$ cat config.mk
export PLATFORM = sky130hd
export DESIGN_NAME = sd_read_sequencer
export DESIGN_NICKNAME = d
export VERILOG_FILES = /design/src/rtl/sd_read_sequencer.sv
export SDC_FILE = /design/constraint.sdc
export NUM_CORES = 1
export LEC_CHECK = 0
export CAP_MARGIN = 20
export CORE_MARGIN = 3
export CORE_UTILIZATION = 45
export DETAILED_ROUTE_END_ITERATION = 10
export PLACE_DENSITY = 0.72
export SLEW_MARGIN = 25
export SYNTH_ARGS = -nofsm -noshare
export SYNTH_HDL_FRONTEND = slang
export SYNTH_SLANG_ARGS = --single-unit
$ cat constraint.sdc
create_clock -name clk -period 7.3 [get_ports clk]
set_clock_uncertainty 0.15 [all_clocks]
set_input_delay 1.825 -clock clk [delete_from_list [all_inputs] [get_ports clk]]
set_output_delay 1.825 -clock clk [all_outputs]
set_load 0.01 [all_outputs]
$ cat src/rtl/sd_read_sequencer.sv
// Block-read controller for the SD_Sim BRAM. A start request reads `length`
// consecutive words from `base_addr`, absorbs the BRAM read latency through a
// small valid-bit pipe, and streams the words out of a FIFO with backpressure.
//
// state      | meaning
// -----------+-------------------------------------------------------------
// ST_WAIT    | idle after reset, waiting for start
// ST_BUSY    | issuing reads and delivering words until `length` transferred
// ST_SUCCESS | block fully delivered, waiting for next start
// ST_ABORTED | read cancelled, FIFO and in-flight returns discarded
module sd_read_sequencer #(
   parameter int ADDR_W     = 8,
   parameter int DATA_W     = 11,
   parameter int RD_LATENCY = 1,
   parameter int FIFO_DEPTH = 4
) (
   input  logic              clk,
   input  logic              reset,
   input  logic              start,
   input  logic              abort,
   input  logic [ADDR_W-1:0] base_addr,
   input  logic [ADDR_W:0]   length,
   output logic              mem_ena,
   output logic              mem_wea,
   output logic [ADDR_W-1:0] mem_addr,
   input  logic [DATA_W-1:0] mem_dout,
   output logic [DATA_W-1:0] out_data,
   output logic              out_valid,
   input  logic              out_ready,
   output logic [2:0]        state,
   output logic              done
);

   localparam int PTR_W = $clog2(FIFO_DEPTH);
   localparam int CNT_W = PTR_W + 1;

   typedef enum logic [2:0] {
      ST_WAIT    = 3'd0,
      ST_BUSY    = 3'd1,
      ST_SUCCESS = 3'd2,
      ST_ABORTED = 3'd3
   } state_t;

   state_t              state_q, state_d;
   logic                done_q, done_d;
   logic [ADDR_W:0]     len_q, issued_q, delivered_q;
   logic [ADDR_W-1:0]   next_addr_q, last_addr_q;
   logic [RD_LATENCY-1:0] pipe_q, pipe_d;
   logic [DATA_W-1:0]   fifo_mem [FIFO_DEPTH];
   logic [PTR_W-1:0]    wr_ptr_q, rd_ptr_q;
   logic [CNT_W-1:0]    fifo_count_q, inflight;
   logic                start_acc, abort_acc, issue, push, pop, room, last_pop;

   assign out_valid = (fifo_count_q != '0);
   assign pop       = out_valid & out_ready;
   assign last_pop  = pop && ((delivered_q + (ADDR_W+1)'(1)) == len_q);
   assign push      = pipe_q[RD_LATENCY-1] & ~abort_acc;

   // count reads still travelling through the BRAM latency
   always_comb begin
      inflight = '0;
      for (int i = 0; i < RD_LATENCY; i++) begin
         inflight = inflight + CNT_W'(pipe_q[i]);
      end
   end

   // a read may only be issued if its word is guaranteed a FIFO slot
   assign room = ({1'b0, fifo_count_q} + {1'b0, inflight}) < (CNT_W+1)'(FIFO_DEPTH);

   // next-state, issue decision and done pulse
   always_comb begin
      state_d   = state_q;
      done_d    = 1'b0;
      start_acc = 1'b0;
      abort_acc = 1'b0;
      issue     = 1'b0;
      case (state_q)
         ST_BUSY: begin
            if (abort) begin
               state_d   = ST_ABORTED;
               abort_acc = 1'b1;
               done_d    = 1'b1;
            end else begin
               issue = (issued_q < len_q) && room;
               if (last_pop) begin
                  state_d = ST_SUCCESS;
                  done_d  = 1'b1;
               end
            end
         end
         default: begin
            if (start) begin
               start_acc = 1'b1;
               if (length == '0) begin
                  state_d = ST_SUCCESS;
                  done_d  = 1'b1;
               end else begin
                  state_d = ST_BUSY;
               end
            end
         end
      endcase
   end

   // shift in-flight markers; an abort discards everything still in the pipe
   always_comb begin
      pipe_d = '0;
      if (!abort_acc) begin
         pipe_d[0] = issue;
         for (int i = 1; i < RD_LATENCY; i++) begin
            pipe_d[i] = pipe_q[i-1];
         end
      end
   end

   // FSM state register
   always_ff @(posedge clk or posedge reset) begin
      if (reset) begin
         state_q <= ST_WAIT;
         done_q  <= 1'b0;
      end else begin
         state_q <= state_d;
         done_q  <= done_d;
      end
   end

   // counters, address generation, pipe and FIFO pointers
   always_ff @(posedge clk or posedge reset) begin
      if (reset) begin
         len_q        <= '0;
         issued_q     <= '0;
         delivered_q  <= '0;
         next_addr_q  <= '0;
         last_addr_q  <= '0;
         pipe_q       <= '0;
         wr_ptr_q     <= '0;
         rd_ptr_q     <= '0;
         fifo_count_q <= '0;
      end else begin
         pipe_q <= pipe_d;
         if (start_acc) begin
            len_q       <= length;
            issued_q    <= '0;
            delivered_q <= '0;
            next_addr_q <= base_addr;
         end else if (issue) begin
            issued_q    <= issued_q + (ADDR_W+1)'(1);
            next_addr_q <= next_addr_q + ADDR_W'(1);
            last_addr_q <= next_addr_q;
         end
         if (abort_acc) begin
            wr_ptr_q     <= '0;
            rd_ptr_q     <= '0;
            fifo_count_q <= '0;
         end else begin
            if (push) begin
               wr_ptr_q <= wr_ptr_q + PTR_W'(1);
            end
            if (pop) begin
               rd_ptr_q    <= rd_ptr_q + PTR_W'(1);
               delivered_q <= delivered_q + (ADDR_W+1)'(1);
            end
            fifo_count_q <= fifo_count_q + CNT_W'(push) - CNT_W'(pop);
         end
      end
   end

   // FIFO storage; contents are don't-care until the count says otherwise
   always_ff @(posedge clk) begin
      if (push) begin
         fifo_mem[wr_ptr_q] <= mem_dout;
      end
   end

   assign mem_ena  = issue;
   assign mem_wea  = 1'b0;
   assign mem_addr = issue ? next_addr_q : last_addr_q;
   assign out_data = out_valid ? fifo_mem[rd_ptr_q] : '0;
   assign state    = state_q;
   assign done     = done_q;

endmodule

### After elaboration in Yosys (flattened, before gate mapping)

Memories as Yosys holds them, arrays and structs flattened.
Cells that the tools add are included.
Widths: inputs -> output; s select.

| storage, ports and cells | value |
|---|---|
| bits in registers | 55 |
| memories kept | 1 |
| logic and storage cells | 70 |
| input bits | 33 |
| memory bits (writable) | 44 |

| cells by class | value |
|---|---|
| magnitude comparators | 2 |
| mux-type cells | 33 |
| $add $sub $neg | 8 |
| reductions and logical operators | 9 |
| eq/ne operators | 3 |
| bitwise gates (word level) | 3 |

Memories:

| memory | words | width | rd ports | clocked after memory_dff | wr ports | line | RTL |
|---|---|---|---|---|---|---|---|
| fifo_mem | 4 | 11 | 1 | 0 | 1 | 49 | `logic [DATA_W-1:0] fifo_mem [FIFO_DEPTH];` |

Operators by type and width:

| kind | number |
|---|---|
| $mux 9 | 5 |
| $mux 8 | 3 |
| $add 9x1->9 const B | 2 |
| $mux 3 | 5 |
| $mux 1 | 14 |
| $mux 11 | 1 |
| $mux 2 | 5 |
| $eq 9x9->1 | 1 |
| $logic_not 9->1 | 1 |
| $lt 9x9->1 | 1 |
| $add 8x1->8 const B | 1 |
| $reduce_bool 2->1 | 4 |
| $add 2x1->2 const B | 2 |
| $add 3x1->4 | 1 |
| $lt 4x3->1 const B | 1 |
| $add 3x1->3 | 1 |
| $eq 3x1->1 const B | 1 |
| $ne 3x3->1 const B | 1 |
| $reduce_bool 3->1 | 1 |
| $sub 3x1->3 | 1 |
| $and 1x1->1 | 2 |
| $logic_and 1x1->1 | 2 |
| $reduce_and 2->1 | 1 |
| $not 1->1 | 1 |

### Depth between registers and ports, before layout

| logic depth | value |
|---|---|
| depth after elaboration | 7 |
| gate-level depth with buffers | 11 |
| depth with buffers taken out | 10 |

### Least setup slack after synthesis

Ideal clock, no wire load.

| timing path | value |
|---|---|
| kind | input-to-output |
| from | input port abort |
| to | output port mem_addr[7] |
| stages | 6 |
| arrival | 3.239 ns |
| slack | 2.086 ns |
| path through | or3_1 > a211o_1 > a21o_4 > buf_6 > clkbuf_1 > o21ai_0 |

| on the way | value |
|---|---|
| word-level cells in the longest chain between the ends | 3 |

RTL lines:

| element | line | RTL |
|---|---|---|
| start: declaration | 20 | `input logic abort,` |
| $mux 1 | 79 | `if (abort) begin` |
| $mux 1 | 77 | `case (state_q)` |
| $mux 8 | -- |  |
| end: declaration | 25 | `output logic [ADDR_W-1:0] mem_addr,` |

No other way between the ends.

### Final worst setup path

| timing path | value |
|---|---|
| from | input port abort |
| to | output port mem_addr[0] |

Same word-level chain as after synthesis.

==> out/metrics.yaml <==
layout:
  drive_gt1_share_pct: 7.547
  n_antenna_cell: 0
  finalNetCount: 524
  fill_cells: 908
  fin_cells: 613
  syn_to_final_growth_pct: 17.42
  final_core_util_pct: 54.49
  multi_input_area_um2: 1956
  regArea_um2: 2673
drt:
  routed.top_layer: "met4"
  final_antenna_net_count: 0
  route.met3.wl_um: 456
  wl_per_cell_um: 15.82
  vias: 3343
  drt-met1-wl_mm: 4.543
  wl_met2_mm: 4.649
  drt_wl_total_mm: 9.699
  dr.pass1.iters: 4
  drt_iter0_drc: 199
  routed_via_density: 5.454
  drc: 0
synth:
  synth_fa_ha_area_share_pct: 5.096
  synth_top_area_share_pct: 28.08
  postSynthAreaPerCell_um2: 11.27
  synth_area_leader_cell: "dfrtp_1"
  yosys.area_share.simple_pct: 16.20
  ys.flop_type: "dfrtp_1"
  synth_compound_area_share_pct: 10.11
  synth_edf_count: 44
  synth_seq_area_share_pct: 55.54
  synthCells: 427
  yosysUniqueCellTypes: 53
  ys_warn_count: 0
  synth_mux_area_share_pct: 5.772
  synthArstFlopShare_pct: 55.10
  synth_commonest_cells: "62 x nand2_1, 54 x dfrtp_1, 44 x edfxtp_1, 33 x o21ai_0, 19 x inv_1"
  yosysMostFrequentCell: "nand2_1"
  synth.cell_area_um2: 4812
  ys_ff_latch: 98
  synth_top_family_by_area: "simple AND/OR/NAND/NOR gates"
  synth-xor-area-share_pct: 3.276
  synth_area_leaders: "dfrtp_1 28%, edfxtp_1 27%, mux4_2 5.1%, nand2_1 4.8%, ha_1 4.7%"
floorplanning:
  die_h_um: 109.4
  coreArea_um2: 10370
  dieArea_um2: 11970
  io_pins: 59
  start_util_pct: 46.40
  die_w_um: 109.4
  core.rowCount: 37
sta:
  finalCritPeriodShare_pct: 86.68
  fmax_mhz: 158.0
  setup_tns_ns: 0
  worstMarginPinSlew_ns: 0.7939
  slew_headroom_pct: 46.95
  period_needed_ns: 6.327
  setup_viol: 0
  final-hold-violation-count: 0
  rsz0062_at_grt: "no"
  slew_violations: 0
clock_network:
  ctsLongestPathBuffers: 2
  hold_buffers: 0
  cts_resized: 0
  cts.sinks: 98
  cts.htree.levels: 3
  cts_setup_buffers: 0
  path_clk_slew_ns: 0.09
  clock-root-buffer: "clkbuf_8"
  cts_made_buffers: 9
  cts_tree: "yes"
  clkLatencyLatePin_ns: 0.36
worst_setup_path:
  worstPathRequired_ns: 5.33
  cpMaxStageDelayCell: "clkdlybuf4s50_1"
  worstSetupEndpointType: "output pin"
  crit_chain: "clkdlybuf4s50_1 > or3_1 > a211o_1 > a21o_4 > inv_1 > nand2_1 > nand2_1 > clkdlybuf4s50_1"
  path_class: "in2out"
  cp_max_fo: 37
  critPathArrivalTime_ns: 4.35
  worst_path_largest_cell_delay_ns: 0.54
  critPathLaunchType: "input pin"
  reg2reg_from: "fifo_count_q[1]"
  startpoint: "abort"
global_route:
  grt_pass1_vias: 3336
  antenna_found_initial: 0
  grt_overflow: 0
  track_usage_pct: 17.41
  grt_pass1_wl_mm: 16.30
  grt_max_degree: 55
hold_path:
  holdCritPathClass: "reg2reg"
  min_from: "last_addr_q[3]"
power_and_ir_drop:
  irDropWorstVdd_mv: 0.1906
  pwr_density_cell_nw_per_um2: 356.9
  leakagePower_nw: 2.302
placed_design:
  buffer_ports.inserted: 56
  post-dp-hpwl_mm: 6.633
  place.gp.congestion: 0.7799
  dp.cells: 597
status:
  outcome: "completed"
run:
  max-cap-violations: 0
## flip-flops by register name (all words and copies together) (netlist names)
name and flops:
len_q 9, done 1, fifo_mem 44, wr_ptr_q 2, delivered_q 9, state 2
next_addr_q 8, pipe_q 1, last_addr_q 8, issued_q 9, rd_ptr_q 2, fifo_count_q 3
## layout by cell type (no fill, tap or decap), types with 5 or more instances in the layout
master | synthesis | routed
edfxtp_1 | 44 | 44
and2_1 | 16 | 15
nand3_1 | 18 | 18
mux4_2 | 11 | 11
clkdlybuf4s50_1 | 0 | 56
xnor2_1 | 13 | 13
nand4_1 | 5 | 5
or3_1 | 11 | 11
nand2_1 | 62 | 62
a21oi_1 | 13 | 13
xor2_1 | 5 | 5
o21ai_0 | 33 | 33
inv_1 | 19 | 18
dfrtp_1 | 54 | 54
nor2_1 | 18 | 18
and3_1 | 13 | 13
ha_1 | 18 | 18
clkbuf_8 | 0 | 9
## power breakdown
part	leakage [nW]	internal, mW	switching, mW
registers	1.08	0.703	0.138
logic	1.11	0.411	0.390
clock network	0.106	0.168	0.207
## worst paths after layout
path	to	depth (start not counted)	slack, ns
max in group asynchronous	len_q[1]	3	4.73
min reg2reg	last_addr_q[3]	2	0.33
min in group asynchronous	last_addr_q[6]	3	1.80
min	last_addr_q[3]	2	0.33
max reg2reg	fifo_count_q[2]	9	4.42
max	mem_addr[0]	8	0.97
## worst max-delay path: cells and delay by family
kind,cells,cell delay (ns)
AO/OA/AOI/OAI,2,0.56
AND/OR/NAND/NOR,3,0.61
buffers and inverters,3,1.33
## metrics by stage
step	area [um^2]	worst slack [ns]	power (mW)	hold WS [ns]
finish	5650	0.9725	2.017	0.3277
global route	5650	0.7989	2.172	0.3857
CTS	5649	0.9612	2.039	0.3333
detailed placement	5436	0.9797	1.658	0.3083
global placement	5436	0.9855	1.634	0.3080
floorplan	4816	2.086	1.354	0.2887
## layout make-up
cell class | instances | share of cell area, %
clock buffer | 9 | 2.192
clock inverter | 7 | 1.572
inverter | 19 | 1.262
multi-input combinational | 287 | 34.61
sequential | 98 | 47.30
tap | 136 | 3.012
timing repair buffer | 57 | 10.05
## routing by layer
metal / global-route usage [%] / up-vias
li1: - / 1625
met1: 24.22 / 1634
met2: 27.81 / 79
met3: 3.641 / 5
met4: 4.898 / 0
met5: 0 / -
## cells by family (layout without fill, tap and decap cells)
logic type	count (synthesis)	after routing
AND/OR/NAND/NOR	158	158
flip-flops	98	98
AO/OA/AOI/OAI	76	76
buffers and inverters	43	92
adder cells (fa/ha/maj)	19	19
XOR/XNOR	18	18
multiplexers	14	14
other	1	2
Note: power is estimated with default switching activity, not from simulation.
